File: src/rtl/wb_uart_tx.sv
// rtl/wb_uart_tx.sv - byte-write UART transmitter with transmit FIFO and programmable bit divider
//
// Ports:
//   clk            system clock, all logic on the rising edge
//   reset_n        synchronous active-low reset
//   data_write     one-cycle pulse, enqueue data_in
//   data_in[7:0]   byte to enqueue
//   div_write      one-cycle pulse, load div_in into the bit-period divider
//   div_in[15:0]   clocks per UART bit (values below 4 are stored as 4)
//   overflow_clear clears the sticky overflow flag
//   tx             serial output, idle high, 8N1 framing
//   busy           frame in progress or bytes waiting
//   fifo_count     bytes waiting in the FIFO (excludes the byte being shifted)
//   fifo_full      fifo_count == FIFO_DEPTH
//   overflow       sticky: a write was dropped because the FIFO was full

module wb_uart_tx #(
    parameter int          FIFO_DEPTH = 8,
    parameter logic [15:0] DIV_RESET  = 16'd104
) (
    input  logic        clk,
    input  logic        reset_n,
    input  logic        data_write,
    input  logic [7:0]  data_in,
    input  logic        div_write,
    input  logic [15:0] div_in,
    input  logic        overflow_clear,
    output logic        tx,
    output logic        busy,
    output logic [3:0]  fifo_count,
    output logic        fifo_full,
    output logic        overflow
);

    localparam int         AW      = (FIFO_DEPTH > 1) ? $clog2(FIFO_DEPTH) : 1;
    localparam logic [3:0] DEPTH_C = 4'(FIFO_DEPTH);

    typedef enum logic [1:0] {
        IDLE,
        START,
        DATA,
        STOP
    } state_t;

    state_t          state;
    logic [7:0]      mem [FIFO_DEPTH];
    logic [AW-1:0]   wr_ptr;
    logic [AW-1:0]   rd_ptr;
    logic [3:0]      count;
    logic [15:0]     div_reg;
    logic [15:0]     div_frame;
    logic [15:0]     bit_cnt;
    logic [7:0]      shreg;
    logic [2:0]      bit_idx;
    logic            bit_done;
    logic            fifo_empty;
    logic            pop;
    logic            push;

    assign fifo_empty = (count == 4'd0);
    assign fifo_full  = (count == DEPTH_C);
    assign fifo_count = count;
    assign busy       = (state != IDLE) || !fifo_empty;

    // Last cycle of the current bit, measured against the divider latched at the start bit.
    assign bit_done = (bit_cnt == (div_frame - 16'd1));

    // The shifter takes the head either from IDLE or on the final stop cycle,
    // which gives back-to-back frames with no idle gap.
    assign pop  = !fifo_empty && ((state == IDLE) || ((state == STOP) && bit_done));

    // A pop in the same cycle frees a slot, so a write to a full FIFO is still accepted.
    assign push = data_write && (!fifo_full || pop);

    // Storage is not reset; only pointers and count define validity.
    always_ff @(posedge clk) begin
        if (push) begin
            mem[wr_ptr] <= data_in;
        end
    end

    always_ff @(posedge clk) begin
        if (!reset_n) begin
            wr_ptr <= '0;
            rd_ptr <= '0;
            count  <= 4'd0;
        end else begin
            if (push) begin
                wr_ptr <= wr_ptr + AW'(1);
            end
            if (pop) begin
                rd_ptr <= rd_ptr + AW'(1);
            end
            case ({push, pop})
                2'b10:   count <= count + 4'd1;
                2'b01:   count <= count - 4'd1;
                default: count <= count;
            endcase
        end
    end

    // Set has priority over clear when both happen in one cycle.
    always_ff @(posedge clk) begin
        if (!reset_n) begin
            overflow <= 1'b0;
        end else if (data_write && fifo_full && !pop) begin
            overflow <= 1'b1;
        end else if (overflow_clear) begin
            overflow <= 1'b0;
        end
    end

    always_ff @(posedge clk) begin
        if (!reset_n) begin
            div_reg <= DIV_RESET;
        end else if (div_write) begin
            div_reg <= (div_in < 16'd4) ? 16'd4 : div_in;
        end
    end

    // tx is registered so that it changes exactly on bit boundaries.
    always_ff @(posedge clk) begin
        if (!reset_n) begin
            state     <= IDLE;
            tx        <= 1'b1;
            bit_cnt   <= 16'd0;
            bit_idx   <= 3'd0;
            shreg     <= 8'd0;
            div_frame <= DIV_RESET;
        end else begin
            case (state)
                IDLE: begin
                    tx <= 1'b1;
                    if (pop) begin
                        state     <= START;
                        shreg     <= mem[rd_ptr];
                        div_frame <= div_reg;
                        bit_cnt   <= 16'd0;
                        tx        <= 1'b0;
                    end
                end
                START: begin
                    if (bit_done) begin
                        state   <= DATA;
                        bit_cnt <= 16'd0;
                        bit_idx <= 3'd0;
                        tx      <= shreg[0];
                        shreg   <= shreg >> 1;
                    end else begin
                        bit_cnt <= bit_cnt + 16'd1;
                    end
                end
                DATA: begin
                    if (bit_done) begin
                        bit_cnt <= 16'd0;
                        if (bit_idx == 3'd7) begin
                            state <= STOP;
                            tx    <= 1'b1;
                        end else begin
                            bit_idx <= bit_idx + 3'd1;
                            tx      <= shreg[0];
                            shreg   <= shreg >> 1;
                        end
                    end else begin
                        bit_cnt <= bit_cnt + 16'd1;
                    end
                end
                STOP: begin
                    if (bit_done) begin
                        bit_cnt <= 16'd0;
                        if (pop) begin
                            state     <= START;
                            shreg     <= mem[rd_ptr];
                            div_frame <= div_reg;
                            tx        <= 1'b0;
                        end else begin
                            state <= IDLE;
                            tx    <= 1'b1;
                        end
                    end else begin
                        bit_cnt <= bit_cnt + 16'd1;
                    end
                end
                default: begin
                    state <= IDLE;
                    tx    <= 1'b1;
                end
            endcase
        end
    end

endmodule

File: config.mk
export PLATFORM = sky130hd
export DESIGN_NAME = wb_uart_tx
export DESIGN_NICKNAME = d
export VERILOG_FILES = /design/src/rtl/wb_uart_tx.sv
export SDC_FILE = /design/constraint.sdc
export NUM_CORES = 1
export LEC_CHECK = 0
export BUFFER_PORTS_ARGS = -buffer_cell sky130_fd_sc_hd__buf_2
export CAP_MARGIN = 20
export CORE_AREA = 2 2 131 94
export DETAILED_ROUTE_END_ITERATION = 8
export DIE_AREA = 0 0 133 96
export PLACE_DENSITY = 0.74
export SLEW_MARGIN = 0
export SYNTH_ARGS = -nofsm -noshare
export SYNTH_HDL_FRONTEND = slang
export SYNTH_SLANG_ARGS = --single-unit
export TNS_END_PERCENT = 100
File: constraint.sdc
create_clock -name clk -period 5.23 [get_ports clk]
set_input_delay 0 -clock clk [delete_from_list [all_inputs] [get_ports clk]]
set_output_delay 0 -clock clk [all_outputs]
set_load 0.01 [all_outputs]
==> summary.md <==
| Metric | Value |
|---|---|
| Crit share post-route | `71.3%` |
| Total CTS buffers | `17` |
| CP cell instances | `inv_1, ha_1, nor4b_1, a32o_1, a21oi_1, o221ai_1, nor4_2, buf_4, o21ai_1, nor2_1, xor2_1, ha_1, or3_1, a2bb2oi_1, mux2i_1` |
| Average via count per standard cell | `5.81` |
| Die ar. | `12800 µm²` |
| Sequential cell area | `3440 µm²` |
| Pre-CTS worst setup slack | `1590 ps` |
| End-of-flow core utilization | `66.2%` |
| Most common cell type on the critical path | `sky130_fd_sc_hd__ha_1` |
| Worst slew margin | `31.1%` |
| DRC violation total after the first TritonRoute iteration | `359` |
| Count of antenna diodes in the layout | `0` |
| Netlist cell types | `65` |
| Category of the worst setup path capture point | `flip-flop` |
| Max-slew violation count | `0` |
| Category of the most critical setup path | `reg -> reg` |
| Portion of the post-synthesis area used by sequential elements | `53.4%` |
| Most common flop cell mapped by yosys | `sky130_fd_sc_hd__dfxtp_1` |
| Switching share of total power | `33.7%` |
| Number of placed I/O pins | `37` |
| Number of maximum-capacitance violations | `0` |
| Mapped Cells | `558` |
| Post-CTS resize count | `0` |
| Clock skew | `10.9 ps` |
| Fraction of power consumed by the clock network | `31.3%` |
| Gr ovfl total | `0` |
| Upper clock frequency limit | `268 MHz` |
| Power density over cell area | `473 nW/µm²` |
| Wire length of the first global-routing pass | `22100 µm` |
| Sinks on Clock Net | `140` |
| Post CTS Setup Buffer Count | `0` |
| DPL Wire Length | `9150 µm` |
| Area grow syn2layout | `18.4%` |
| Pin slew with the least headroom to its limit | `1030 ps` |
| Core area | `11500 µm²` |
| Yosys reg bits | `140` |
| Clock tree from TritonCTS | `built` |
| Biggest area consumer among synthesized cells | `sky130_fd_sc_hd__edfxtp_1` |
| Average wire length per cell after detail routing | `17.7 µm` |
| Post-synthesis net count | `599` |
| Via total after detailed routing | `4591` |
| Max stage delay cell, worst path | `sky130_fd_sc_hd__nor4b_1` |
| Max Root-Sink Buffers | `2` |
| Worst-path clk slew | `60 ps` |
| Total global routing track utilization | `22.8%` |
| Leakage | `2.78 nW` |
| CP required | `5540 ps` |
| Post-Syn Area | `6440 µm²` |
| Final critical-path required period | `3730 ps` |
| Vias in the first global route | `4253` |
| Max Fanout on Critical Path | `9` |
| Worst min-delay path category | `in -> reg` |
| Placer Congestion | `0.855` |
| # DRC | `0` |
| Proportion of register bits with asynchronous set or reset after synthesis | `0%` |
| Switching power | `1.21 mW` |
| Startpoint type of the worst setup path | `flip-flop` |
| RSZ-0062 raised after global routing | `no` |
| Register with the most flip-flops | `mem` |
| Total of buffers placed on input and output ports | `36` |
| Multi-input logic area | `2810 µm²` |
| Cell types occupying the most area after synthesis | `sky130_fd_sc_hd__edfxtp_1, sky130_fd_sc_hd__dfxtp_1, sky130_fd_sc_hd__mux2i_1, sky130_fd_sc_hd__mux4_2, sky130_fd_sc_hd__nor2_1` |
| Count of nets left with antenna violations after detail routing | `0` |
| Number of enable flip-flop cells after synthesis | `64` |
| Internal power | `2.39 mW` |
| Final setup violation count | `0` |
| Slack of the critical path | `1500 ps` |
| Total iterations of the first detailed-routing run | `5` |
| Placed instance area | `6730 µm²` |
| Outcome | `completed` |
| Area fraction of the dominant cell type after synthesis | `29.8%` |
| Synthesized area per cell | `11.5 µm²` |
| Sequential power share | `38.3%` |
| Number of synthesis warnings | `0` |
| Initial antenna violation count | `0` |
| Final hold violation count | `0` |
| Total wire length | `13900 µm` |
| Cell area after layout | `7620 µm²` |
| Clk Tree Root Cell | `sky130_fd_sc_hd__clkbuf_16` |
| Setup TNS Final | `0 ps` |
| Max FFs per register | `64` |
| Row count | `33` |
| Die width | `133 µm` |
| Filler Cells Inserted | `829` |
| Maximum resistive drop on vdd | `315 µV` |
| Skew-Pair Late Insertion Delay | `420 ps` |
| Power share of the combinational group | `30.4%` |
| Setup slack of the worst register-to-register path | `1500 ps` |
| Share of layout cells above drive strength 1 | `16.3%` |
| Number of nets in the finished design | `661` |
| Largest incremental delay on the critical path | `590 ps` |
| Pin count of the biggest net entering global routing | `50` |
| Initial core utilization | `55.9%` |
| Endpoint arrival time on the critical path | `4040 ps` |
| Die height | `96 µm` |
| CTS HTree Levels | `4` |
kinds of logic after synthesis:
family	synth area share [%]
adder cells (fa/ha/maj)	2.33
flip-flops	53.4
buffers and inverters	3.20
multiplexers	13.5
AO/OA/AOI/OAI	9.87
AND/OR/NAND/NOR	14.4
XOR/XNOR	3.26
power groups by stage:
stage / Sequential [mW] / Clock, mW / Combinational (mW)
finish: 1.38 / 1.13 / 1.09
global route: 1.40 / 1.19 / 1.20
floorplan: 1.34 / 0 / 0.897
global placement: 1.41 / 0 / 0.980
CTS: 1.40 / 1.14 / 1.05
detailed placement: 1.42 / 0 / 1.02
synthesized netlist by cell type, types with 2 or more instances:
library cell                number
sky130_fd_sc_hd__nand4_1         5
sky130_fd_sc_hd__xor2_1          9
sky130_fd_sc_hd__or4_1           3
sky130_fd_sc_hd__buf_1           5
sky130_fd_sc_hd__a41oi_1         3
sky130_fd_sc_hd__nor3_1         11
sky130_fd_sc_hd__xnor2_1        15
sky130_fd_sc_hd__o21ai_0        17
sky130_fd_sc_hd__a21oi_1        18
sky130_fd_sc_hd__a211oi_1        2
sky130_fd_sc_hd__nor4_2          2
sky130_fd_sc_hd__a22oi_1         6
sky130_fd_sc_hd__nand3_1         9
sky130_fd_sc_hd__a31oi_1         2
sky130_fd_sc_hd__a22o_1          2
sky130_fd_sc_hd__buf_6           4
sky130_fd_sc_hd__nor2_1         61
sky130_fd_sc_hd__edfxtp_1       64
sky130_fd_sc_hd__nor2b_1         3
sky130_fd_sc_hd__clkbuf_1       21
sky130_fd_sc_hd__nand2_1        37
sky130_fd_sc_hd__and3_1          9
sky130_fd_sc_hd__mux2i_1        51
sky130_fd_sc_hd__a2bb2oi_1       2
sky130_fd_sc_hd__nor4_1          5
sky130_fd_sc_hd__mux4_2         16
sky130_fd_sc_hd__or3_1           4
sky130_fd_sc_hd__dfxtp_1        76
sky130_fd_sc_hd__o31ai_1         2
sky130_fd_sc_hd__inv_1          14
sky130_fd_sc_hd__o211ai_1        3
sky130_fd_sc_hd__o221ai_1        2
sky130_fd_sc_hd__nor3b_1         4
sky130_fd_sc_hd__nand2b_1       14
sky130_fd_sc_hd__ha_1           12
sky130_fd_sc_hd__or2_1           2
sky130_fd_sc_hd__a311oi_1       13
sky130_fd_sc_hd__nor4b_1         3
repair_timing:
item,CTS,global route
endpoints found under the hold margin,85,0
endpoints found under the setup margin,0,0
hold buffers,29,0
routing by layer:
layer | track usage [%] | up-vias | routed length [µm]
li1 | - | 2201 | -
met2 | 35.2 | 127 | 6230
met5 | 0 | - | 0
met3 | 5.32 | 16 | 789
met4 | 7.35 | 0 | 179
met1 | 32.2 | 2247 | 6740
per-stage QoR:
step / hold WS, ps / instances / power (mW)
after global placement: 233 / 727 / 2.39
after floorplan: 98.9 / 558 / 2.24
after CTS: 6.47 / 788 / 3.59
after detailed placement: 239 / 727 / 2.44
after global routing: 65.2 / 790 / 3.79
final: 22.0 / 790 / 3.61
worst max-delay path, delay by kind of cell, from the launching register on:
kind / cells / cell delay [ps]
xor+xnor: 1 / 170
simple gates: 4 / 1090
mux: 1 / 130
flops: 1 / 350
fa+ha+maj: 2 / 450
buf+inv: 2 / 250
compound gates: 5 / 1160
cell usage in the layout (no fill, tap or decap), types with 11 or more instances in the layout:
| master | n |
|---|---|
| sky130_fd_sc_hd__a21oi_1 | 18 |
| sky130_fd_sc_hd__a311oi_1 | 13 |
| sky130_fd_sc_hd__buf_2 | 36 |
| sky130_fd_sc_hd__clkbuf_16 | 18 |
| sky130_fd_sc_hd__dfxtp_1 | 76 |
| sky130_fd_sc_hd__dlygate4sd3_1 | 29 |
| sky130_fd_sc_hd__edfxtp_1 | 64 |
| sky130_fd_sc_hd__ha_1 | 12 |
| sky130_fd_sc_hd__inv_1 | 15 |
| sky130_fd_sc_hd__mux2i_1 | 51 |
| sky130_fd_sc_hd__mux4_2 | 16 |
| sky130_fd_sc_hd__nand2_1 | 37 |
| sky130_fd_sc_hd__nand2b_1 | 14 |
| sky130_fd_sc_hd__nor2_1 | 61 |
| sky130_fd_sc_hd__nor3_1 | 11 |
| sky130_fd_sc_hd__o21ai_0 | 17 |
| sky130_fd_sc_hd__xnor2_1 | 15 |
final cells by class:
class	count	area share, %
tap	157	2.58
sequential	140	45.2
clock inverter	13	1.33
timing repair buffer	74	7.32
clock buffer	19	6.09
inverter	15	0.738
multi-input combinational	372	36.8
path summary, 6_finish.rpt:
path                                   from  cells past startpoint                    endpoint
hold / removal                   data_write                      3  fifo_count[3]$_SDFFE_PN0P_
hold reg to reg     div_reg[3]$_SDFFE_PN1P_                      2   div_frame[3]$_SDFFE_PN1P_
setup / recovery  div_frame[0]$_SDFFE_PN0P_                     15  fifo_count[2]$_SDFFE_PN0P_
setup reg to reg  div_frame[0]$_SDFFE_PN0P_                     15  fifo_count[2]$_SDFFE_PN0P_
No activity file was read; power rests on OpenSTA's default activity.
